==> config.mk <==
export PLATFORM = sky130hd
export DESIGN_NAME = counter_seq_ctrl_flat
export DESIGN_NICKNAME = d
export VERILOG_FILES = /design/src/rtl/counter_seq_ctrl_pkg.sv /design/src/rtl/counter_seq_ctrl_if.sv /design/src/rtl/counter_seq_ctrl_core.sv /design/src/rtl/counter_seq_ctrl.sv /design/src/flat_wrapper.sv
export SDC_FILE = /design/constraint.sdc
export NUM_CORES = 1
export LEC_CHECK = 0
export CAP_MARGIN = 40
export CORE_MARGIN = 2
export CORE_UTILIZATION = 49
export CTS_CLUSTER_DIAMETER = 40
export CTS_CLUSTER_SIZE = 14
export DETAILED_ROUTE_END_ITERATION = 8
export HOLD_SLACK_MARGIN = 0.05
export PLACE_DENSITY = 0.78
export SYNTH_ARGS = -nofsm -noshare
export SYNTH_HDL_FRONTEND = slang
export SYNTH_SLANG_ARGS = --single-unit
==> constraint.sdc <==
create_clock -name clk -period 2.7 [get_ports clk]
set_input_delay 0.54 -clock clk [delete_from_list [all_inputs] [get_ports clk]]
set_output_delay 0.54 -clock clk [all_outputs]
set_load 0.05 [all_outputs]
==> src/rtl/counter_seq_ctrl_pkg.sv <==
// Shared encodings and default sizes for the counter sequencing controller.
package counter_ctrl_pkg;

   localparam int DEF_WIDTH  = 3;
   localparam int DEF_WRAP_W = 4;

   typedef enum logic [1:0] {
      ST_IDLE  = 2'd0,
      ST_RUN   = 2'd1,
      ST_PAUSE = 2'd2,
      ST_DONE  = 2'd3
   } state_t;

   localparam logic DIR_UP   = 1'b0;
   localparam logic DIR_DOWN = 1'b1;

endpackage

==> src/rtl/counter_seq_ctrl_if.sv <==
// Command/status bundle between the board control logic and the sequencer.
interface counter_seq_ctrl_if
   import counter_ctrl_pkg::*;
#(
   parameter int WIDTH  = DEF_WIDTH,
   parameter int WRAP_W = DEF_WRAP_W
);
   logic              start;
   logic              stop;
   logic              pause;
   logic              dir;
   logic [WIDTH-1:0]  load_val;
   logic [WRAP_W-1:0] wrap_target;
   logic [WIDTH-1:0]  q;
   logic              busy;
   logic              wrap;
   logic              done;
   state_t            state;

   modport master (
      output start, stop, pause, dir, load_val, wrap_target,
      input  q, busy, wrap, done, state
   );

   modport slave (
      input  start, stop, pause, dir, load_val, wrap_target,
      output q, busy, wrap, done, state
   );
endinterface

==> src/rtl/counter_seq_ctrl_core.sv <==
// Loadable up/down modulo-2^WIDTH counter; wrap_next flags the step that wraps.
module counter_3_core
   import counter_ctrl_pkg::*;
#(
   parameter int WIDTH = DEF_WIDTH
) (
   input  logic             clk,
   input  logic             rst,
   input  logic             en,
   input  logic             load,
   input  logic             dir,
   input  logic [WIDTH-1:0] load_val,
   output logic [WIDTH-1:0] q,
   output logic             wrap_next
);
   localparam logic [WIDTH-1:0] ONE = WIDTH'(1);

   always_comb begin
      wrap_next = en && ((dir == DIR_UP) ? (q == '1) : (q == '0));
   end

   // NOTE: sequential state uses non-blocking assignments so every register
   // samples pre-edge values regardless of statement order.
   always_ff @(posedge clk or posedge rst) begin
      if (rst) begin
         q <= '0;
      end else if (load) begin
         q <= load_val;
      end else if (en) begin
         q <= (dir == DIR_UP) ? q + ONE : q - ONE;
      end
   end
endmodule

==> src/rtl/counter_seq_ctrl.sv <==
// Run sequencer: load, count, pause/abort and stop after a programmed number of wraps.
module counter_seq_ctrl
   import counter_ctrl_pkg::*;
#(
   parameter int WIDTH  = DEF_WIDTH,
   parameter int WRAP_W = DEF_WRAP_W
) (
   input logic               clk,
   input logic               rst,
   counter_seq_ctrl_if.slave bus
);
   localparam logic [WRAP_W-1:0] CNT_ONE = WRAP_W'(1);
   localparam logic [WRAP_W-1:0] CNT_MAX = '1;

   state_t            state_r;
   logic [WRAP_W-1:0] wrap_cnt;
   logic [WRAP_W-1:0] target_l;
   logic              dir_l;
   logic              wrap_r;
   logic              cnt_load;
   logic              cnt_en;
   logic              wrap_next;
   logic [WIDTH-1:0]  q;

   // stop outranks pause, which outranks start/count
   assign cnt_load = (state_r == ST_IDLE) && bus.start && !bus.stop;
   assign cnt_en   = (state_r == ST_RUN) && !bus.stop && !bus.pause;

   counter_3_core #(.WIDTH(WIDTH)) u_core (
      .clk       (clk),
      .rst       (rst),
      .en        (cnt_en),
      .load      (cnt_load),
      .dir       (dir_l),
      .load_val  (bus.load_val),
      .q         (q),
      .wrap_next (wrap_next)
   );

   always_ff @(posedge clk or posedge rst) begin
      if (rst) begin
         state_r  <= ST_IDLE;
         wrap_cnt <= '0;
         target_l <= '0;
         dir_l    <= DIR_UP;
         wrap_r   <= 1'b0;
      end else begin
         wrap_r <= 1'b0;
         case (state_r)
            ST_IDLE: begin
               if (cnt_load) begin
                  dir_l    <= bus.dir;
                  target_l <= bus.wrap_target;
                  wrap_cnt <= '0;
                  state_r  <= ST_RUN;
               end
            end
            ST_RUN: begin
               if (bus.stop) begin
                  state_r <= ST_IDLE;
               end else if (bus.pause) begin
                  state_r <= ST_PAUSE;
               end else if (wrap_next) begin
                  wrap_r <= 1'b1;
                  // a zero target means free-run, so the count only saturates
                  if (wrap_cnt != CNT_MAX) wrap_cnt <= wrap_cnt + CNT_ONE;
                  if ((target_l != '0) && (wrap_cnt + CNT_ONE == target_l)) state_r <= ST_DONE;
               end
            end
            ST_PAUSE: begin
               if (bus.stop) state_r <= ST_IDLE;
               else if (!bus.pause) state_r <= ST_RUN;
            end
            default: state_r <= ST_IDLE;
         endcase
      end
   end

   assign bus.q     = q;
   assign bus.state = state_r;
   assign bus.busy  = (state_r == ST_RUN) || (state_r == ST_PAUSE);
   assign bus.done  = (state_r == ST_DONE);
   assign bus.wrap  = wrap_r;
endmodule

==> src/flat_wrapper.sv <==
// flat-port wrapper written by rule: the top's interface ports become plain ports
module counter_seq_ctrl_flat import counter_ctrl_pkg::*;
#(
   parameter int WIDTH  = DEF_WIDTH,
   parameter int WRAP_W = DEF_WRAP_W
)
  (clk, rst, bus_start, bus_stop, bus_pause, bus_dir, bus_load_val, bus_wrap_target, bus_q, bus_busy, bus_wrap, bus_done, bus_state);
  counter_seq_ctrl_if #(.WIDTH(WIDTH), .WRAP_W(WRAP_W)) bus_i ();
  input logic clk;
  input logic rst;
  input wire logic [$bits(bus_i.start)-1:0] bus_start;
  input wire logic [$bits(bus_i.stop)-1:0] bus_stop;
  input wire logic [$bits(bus_i.pause)-1:0] bus_pause;
  input wire logic [$bits(bus_i.dir)-1:0] bus_dir;
  input wire logic [$bits(bus_i.load_val)-1:0] bus_load_val;
  input wire logic [$bits(bus_i.wrap_target)-1:0] bus_wrap_target;
  output wire logic [$bits(bus_i.q)-1:0] bus_q;
  output wire logic [$bits(bus_i.busy)-1:0] bus_busy;
  output wire logic [$bits(bus_i.wrap)-1:0] bus_wrap;
  output wire logic [$bits(bus_i.done)-1:0] bus_done;
  output wire logic [$bits(bus_i.state)-1:0] bus_state;
  assign bus_i.start = bus_start;
  assign bus_i.stop = bus_stop;
  assign bus_i.pause = bus_pause;
  assign bus_i.dir = bus_dir;
  assign bus_i.load_val = bus_load_val;
  assign bus_i.wrap_target = bus_wrap_target;
  assign bus_q = bus_i.q;
  assign bus_busy = bus_i.busy;
  assign bus_wrap = bus_i.wrap;
  assign bus_done = bus_i.done;
  assign bus_state = bus_i.state;
  counter_seq_ctrl #(.WIDTH(WIDTH), .WRAP_W(WRAP_W)) u_core (.clk(clk), .rst(rst), .bus(bus_i));
endmodule
-- After elaboration in Yosys (flattened, before gate mapping)
Cells that the tools add are included.
W data, S select, Z words.
- add/subtract/negate cells: 3
- equality and inequality tests: 14
- reduce and logical (&&, ||, !) cells: 17
- multiplexer cells: 22
- operators with widths (operator ; number):
    $mux W4 ; 5
    $mux W2 ; 7
    $mux W3 ; 3
    $ne A4 B4 Y1 const B ; 2
    $pmux W4 S2 ; 1
    $logic_and A1 B1 Y1 ; 6
    $ne A2 B2 Y1 const B ; 3
    $pmux W2 S3 ; 1
    $reduce_and A6 Y1 ; 1
    $mux W1 ; 5
    $add A4 B1 Y4 const B ; 1
    $eq A2 B2 Y1 const B ; 2
    $eq A4 B4 Y1 ; 1
    $ne A2 B1 Y1 const B ; 2
    $ne A4 B3 Y1 const B ; 1
    $reduce_and A4 Y1 ; 1
    $reduce_bool A2 Y1 ; 2
    $reduce_bool A4 Y1 ; 1
    $add A3 B1 Y3 const B ; 1
    $eq A3 B3 Y1 const B ; 1
    $logic_not A3 Y1 ; 1
    $ne A3 B3 Y1 const B ; 1
    $sub A3 B1 Y3 const B ; 1
    $eq A2 B1 Y1 const B ; 1
    4 further kinds ; 5
- bits of input ports: 13
- logic and storage cells: 62
- output and inout bits: 8
- flip-flop bits (word level): 15

-- Logic depth before layout (Yosys ltp)
- depth after elaboration: 8
- mapped depth: 8

-- Cells and area by module
Synthesis repeated with hierarchy kept, for this count alone.
- cells, all modules: 103
- area, all modules: 934.6 sq um
- modules (own cells, without submodules) (module ; times used ; cells an instance ; area an instance (sq um)):
    counter_seq_ctrl ; 1 ; 78 ; 721.9
    counter_3_core ; 1 ; 25 ; 212.7

-- Least setup slack after synthesis
Ideal clock, no wire load.
- path type: register -> register
- start point: register u_core.state_r[0] (netlist: u_core.bus.state[0])
- end point: register u_core.state_r[0] (netlist: u_core.bus.state[0])
- clock period less this slack: 2.367 ns
- setup time: 0.125 ns
- arrival time: 2.242 ns
- path slack: 0.333 ns
- data required time: 2.575 ns
- cell stages (with the launch flop): 8
- cell sequence: dfrtp_1 -> ha_1 -> or3b_1 -> buf_4 -> a21oi_4 -> nand2_2 -> o31ai_4 -> mux2_4
- cells in the longest elaborated chain, start to end: 6
- elaborated cells between the ends (all ways): 14
- RTL lines (what ; line ; RTL):
    start, declared ; counter_seq_ctrl.sv:15 ; state_t state_r;
    start signal, assigned ; counter_seq_ctrl.sv:42 ; state_r <= ST_IDLE;
    start signal, assigned ; counter_seq_ctrl.sv:55 ; state_r <= ST_RUN;
    start signal, assigned ; counter_seq_ctrl.sv:60 ; state_r <= ST_IDLE;
    $eq A2 B1 Y1 ; counter_seq_ctrl.sv:27, counter_seq_ctrl.sv:49 ;
    $logic_and A1 B1 Y1 (2 in a row) ; counter_seq_ctrl.sv:27 ; assign cnt_en = (state_r == ST_RUN) && !bus.stop && !bus.pause;
    $logic_and A1 B1 Y1 ; counter_seq_ctrl_core.sv:19 ; wrap_next = en && ((dir == DIR_UP) ? (q == '1) : (q == '0));
    $ne A4 B4 Y1 (no line) ; -- ;
    $reduce_and A4 Y1 (no line) ; -- ;
Several ways; a longest one is shown, not always the timed one.
A chain may end at the register's enable or synchronous reset.

-- Worst setup path in the final report
- start point: register u_core.state_r[0] (netlist: u_core.bus.state[0])
- end point: output bus_busy
- cells in the longest elaborated chain, start to end: 2
- elaborated cells between the ends (all ways): 3
- RTL lines (what ; line ; RTL):
    $eq A2 B1 Y1 / $eq A2 B2 Y1 (equally long branches) ; counter_seq_ctrl.sv:81 ; assign bus.busy = (state_r == ST_RUN) || (state_r == ST_PAUSE);
    $logic_or A1 B1 Y1 (*) ; counter_seq_ctrl.sv:81 ;
    end, declared ; flat_wrapper.sv:18 ; output wire logic [$bits(bus_i.busy)-1:0] bus_busy;
Mark *: on every way between the ends. The rest lies on a longest branch, timed or not.

==> run summary <==
Run status: finished clean
Antenna cell count: 0
Final clock skew: 0.00182 ns
Hold Vio Cnt, Final: 0
Die Ht: 48.0 µm
Endpoint class of the critical path: output pin
#FFs+latches synth: 15
Drt pass-1 iters: 4
Max transition margin: 62.6%
Post-detail-place hpwl: 1470 µm
Synth top area share: 39.6%
Top FF cell, synth: dfrtp_1
Final nets: 134
Final number of setup-violating endpoints: 0
CTS H-tree depth: 1
DR WL met2: 904 µm
Via density: 5.24
Total track usage: 19.1%
Area growth syn-to-layout: 27.2%
CTS-repair resized insts: 0
Post-Syn Area: 947 µm²
Share of layout cells above drive strength 1: 15.0%
Initial antenna violation count: 0
Asr flop ratio synth: 100%
Port bufs: 20
Hold slack: 0.544 ns
CTS Buf Count: 3
Worst vdd rail ir drop: 0.539 mV
FF-to-FF path depth: 8
DR vias: 723
Max Freq: 0.407 GHz
Mean post-synth cell area: 10.6 µm²
Vias in the first global route: 688
YS warnings: 0
Final instance count without filler cells: 138
DRT met1 WL: 795 µm
Leak: 0.529 nW
Max Used Layer: met4
Critical Path AT: 1.91 ns
WL per Instance: 13.1 µm
Worst-Skew Late Latency: 0.29 ns
Min-delay worst type: reg -> reg
Met3 WL: 66 µm
Routability-driven placement congestion ratio: 0.888
Clk pin slew, worst setup/hold paths: 0.09 ns
Worst setup SP type: flip-flop
Final ANT Viol Nets: 0
Die Wd: 48.0 µm
Largest net degree at the start of global routing: 16
Post-synthesis sequential area ratio: 39.6%
Fin crit share: 90.9%
IO Count: 21
CTS sink count: 15
Max_cap viols: 0
Fin area: 1200 µm²
Dpl cells: 134
CTS max path bufs: 2
Synth cell types: 31
Post CTS Setup Buffer Count: 0
Slew @ Worst Pin: 0.560 ns
Congestion Overflow GR: 0
Setup TNS: 0 ns
PD cells: 1070 nW/µm²
Yosys top cell by area: dfrtp_1
Setup CP Type: reg -> out
Syn Inst Count: 89
Critical Path RT: 2.16 ns
CTS root buf: clkbuf_4
DIE AREA: 2300 µm²
Crit Path Max Fanout: 6
Total wire length: 1810 µm
CTS tree: built
Tmin final: 2.45 ns
Post-Syn Nets: 109
First-pass GRT wire length: 2900 µm
WHS Path Cells: 1
Drt initial violations: 7
EDFF count, synth: 0
CORE AREA: 1760 µm²
Area contributors post-synth: dfrtp_1 40%, ha_1 7.9%, mux2_2 7.1%, xnor2_1 3.7%, xor2_1 3.7%
Initial Utilization: 53.7%
Placed cell areas: 1180 µm²
# fillers: 150
Fin. max-slew vios: 0
Row Count: 15
Hold_buf cts: 0
Drt drc: 0
RSZ-0062 raised after global routing: false
## area by class of cell
cell class	instances	area, µm²	share of cell area, %
Multi-Input combinational cell	66	538	44.7
Clock buffer	4	26.3	2.18
Inverter	7	26.3	2.18
Tap cell	25	31.3	2.60
Timing Repair Buffer	21	208	17.2
Sequential cell	15	375	31.2
## sequential cells by signal, summed over array words and instances, names as in the netlist
name,cells
u_core.target_l,4
u_core.wrap_cnt,4
u_core.u_core.q,3
u_core.bus.state,2
u_core.bus.wrap,1
u_core.dir_l,1
## critical path, cell delays in order, from the launching register on
cell and delay, ns:
dfrtp_1 0.45, inv_1 0.10, ha_1 0.29, clkdlybuf4s50_1 0.79
## Yosys cell counts (2+ instances only)
library cell	count
ha_1	6
xnor2_1	4
o21ai_1	6
dfrtp_1	15
nor2_1	5
o31ai_1	2
nand3_1	4
inv_1	7
mux2i_1	2
nand2_1	6
mux2_2	6
a21oi_1	3
xor2_1	4
nor2b_1	2
## routing by layer
metal / global-route usage [%] / vias to the layer above
met1: 23.6 / 348
met4: 11.9 / 0
met5: 0 / -
met3: 2.26 / 5
li1: - / 353
met2: 31.5 / 17
## where the power goes
| group | switching, W | internal, W | total, W |
|---|---|---|---|
| Clock | 0.0000714 | 0.0000575 | 0.000129 |
| Sequential | 0.0000893 | 0.000305 | 0.000395 |
| Combinational | 0.000433 | 0.000329 | 0.000763 |
| Total | 0.000594 | 0.000692 | 0.00129 |
## path summary, 6_finish.rpt
kind	startpoint	end	slack, ns
worst max-delay path	u_core.bus.state[0]	bus_busy	0.25
worst min-delay path	u_core.target_l[3]	u_core.target_l[3]	0.54
worst max register to register	u_core.bus.state[1]	u_core.wrap_cnt[2]	0.51
worst min register to register	u_core.target_l[3]	u_core.target_l[3]	0.54
max in group asynchronous	rst	u_core.bus.state[1]	1.72
min in group asynchronous	rst	u_core.target_l[1]	0.61
## per-stage QoR
| stage | total power [W] | util [%] | setup WS, ns |
|---|---|---|---|
| after floorplan | 0.000967 | - | 0.333 |
| after global placement | 0.00114 | 66.8 | 0.337 |
| after detailed placement | 0.00117 | 66.8 | 0.299 |
| after CTS | 0.00130 | 68.3 | 0.235 |
| after global routing | 0.00138 | 68.3 | 0.167 |
| final | 0.00129 | 68.3 | 0.246 |
## cell families (layout without fill, tap and decap cells)
logic type,count (synthesis),in the layout,share of synthesized area (%)
xor gates and xnor gates,8,8,7.40
AOI/OAI and AO/OA,15,15,12.5
muxes,9,9,10.8
and+or+nand+nor,27,27,16.0
adders and majority gates,7,7,10.0
buffers and inverters,8,32,3.57
DFF,15,15,39.6
## placed cells by master, fill, tap and decap left out, drive strengths merged, types with 2 or more instances in the layout
master | synthesis | layout
o31ai | 3 | 3
mux2 | 7 | 7
nand3 | 4 | 4
xor2 | 4 | 4
dfrtp | 15 | 15
nand2 | 7 | 7
clkdlybuf4s50 | 0 | 20
mux2i | 2 | 2
o21ai | 7 | 7
xnor2 | 4 | 4
nor2 | 5 | 5
nor2b | 2 | 2
ha | 6 | 6
a21oi | 4 | 4
inv | 7 | 7
clkbuf | 0 | 4
(Power assumes the default switching activity.)
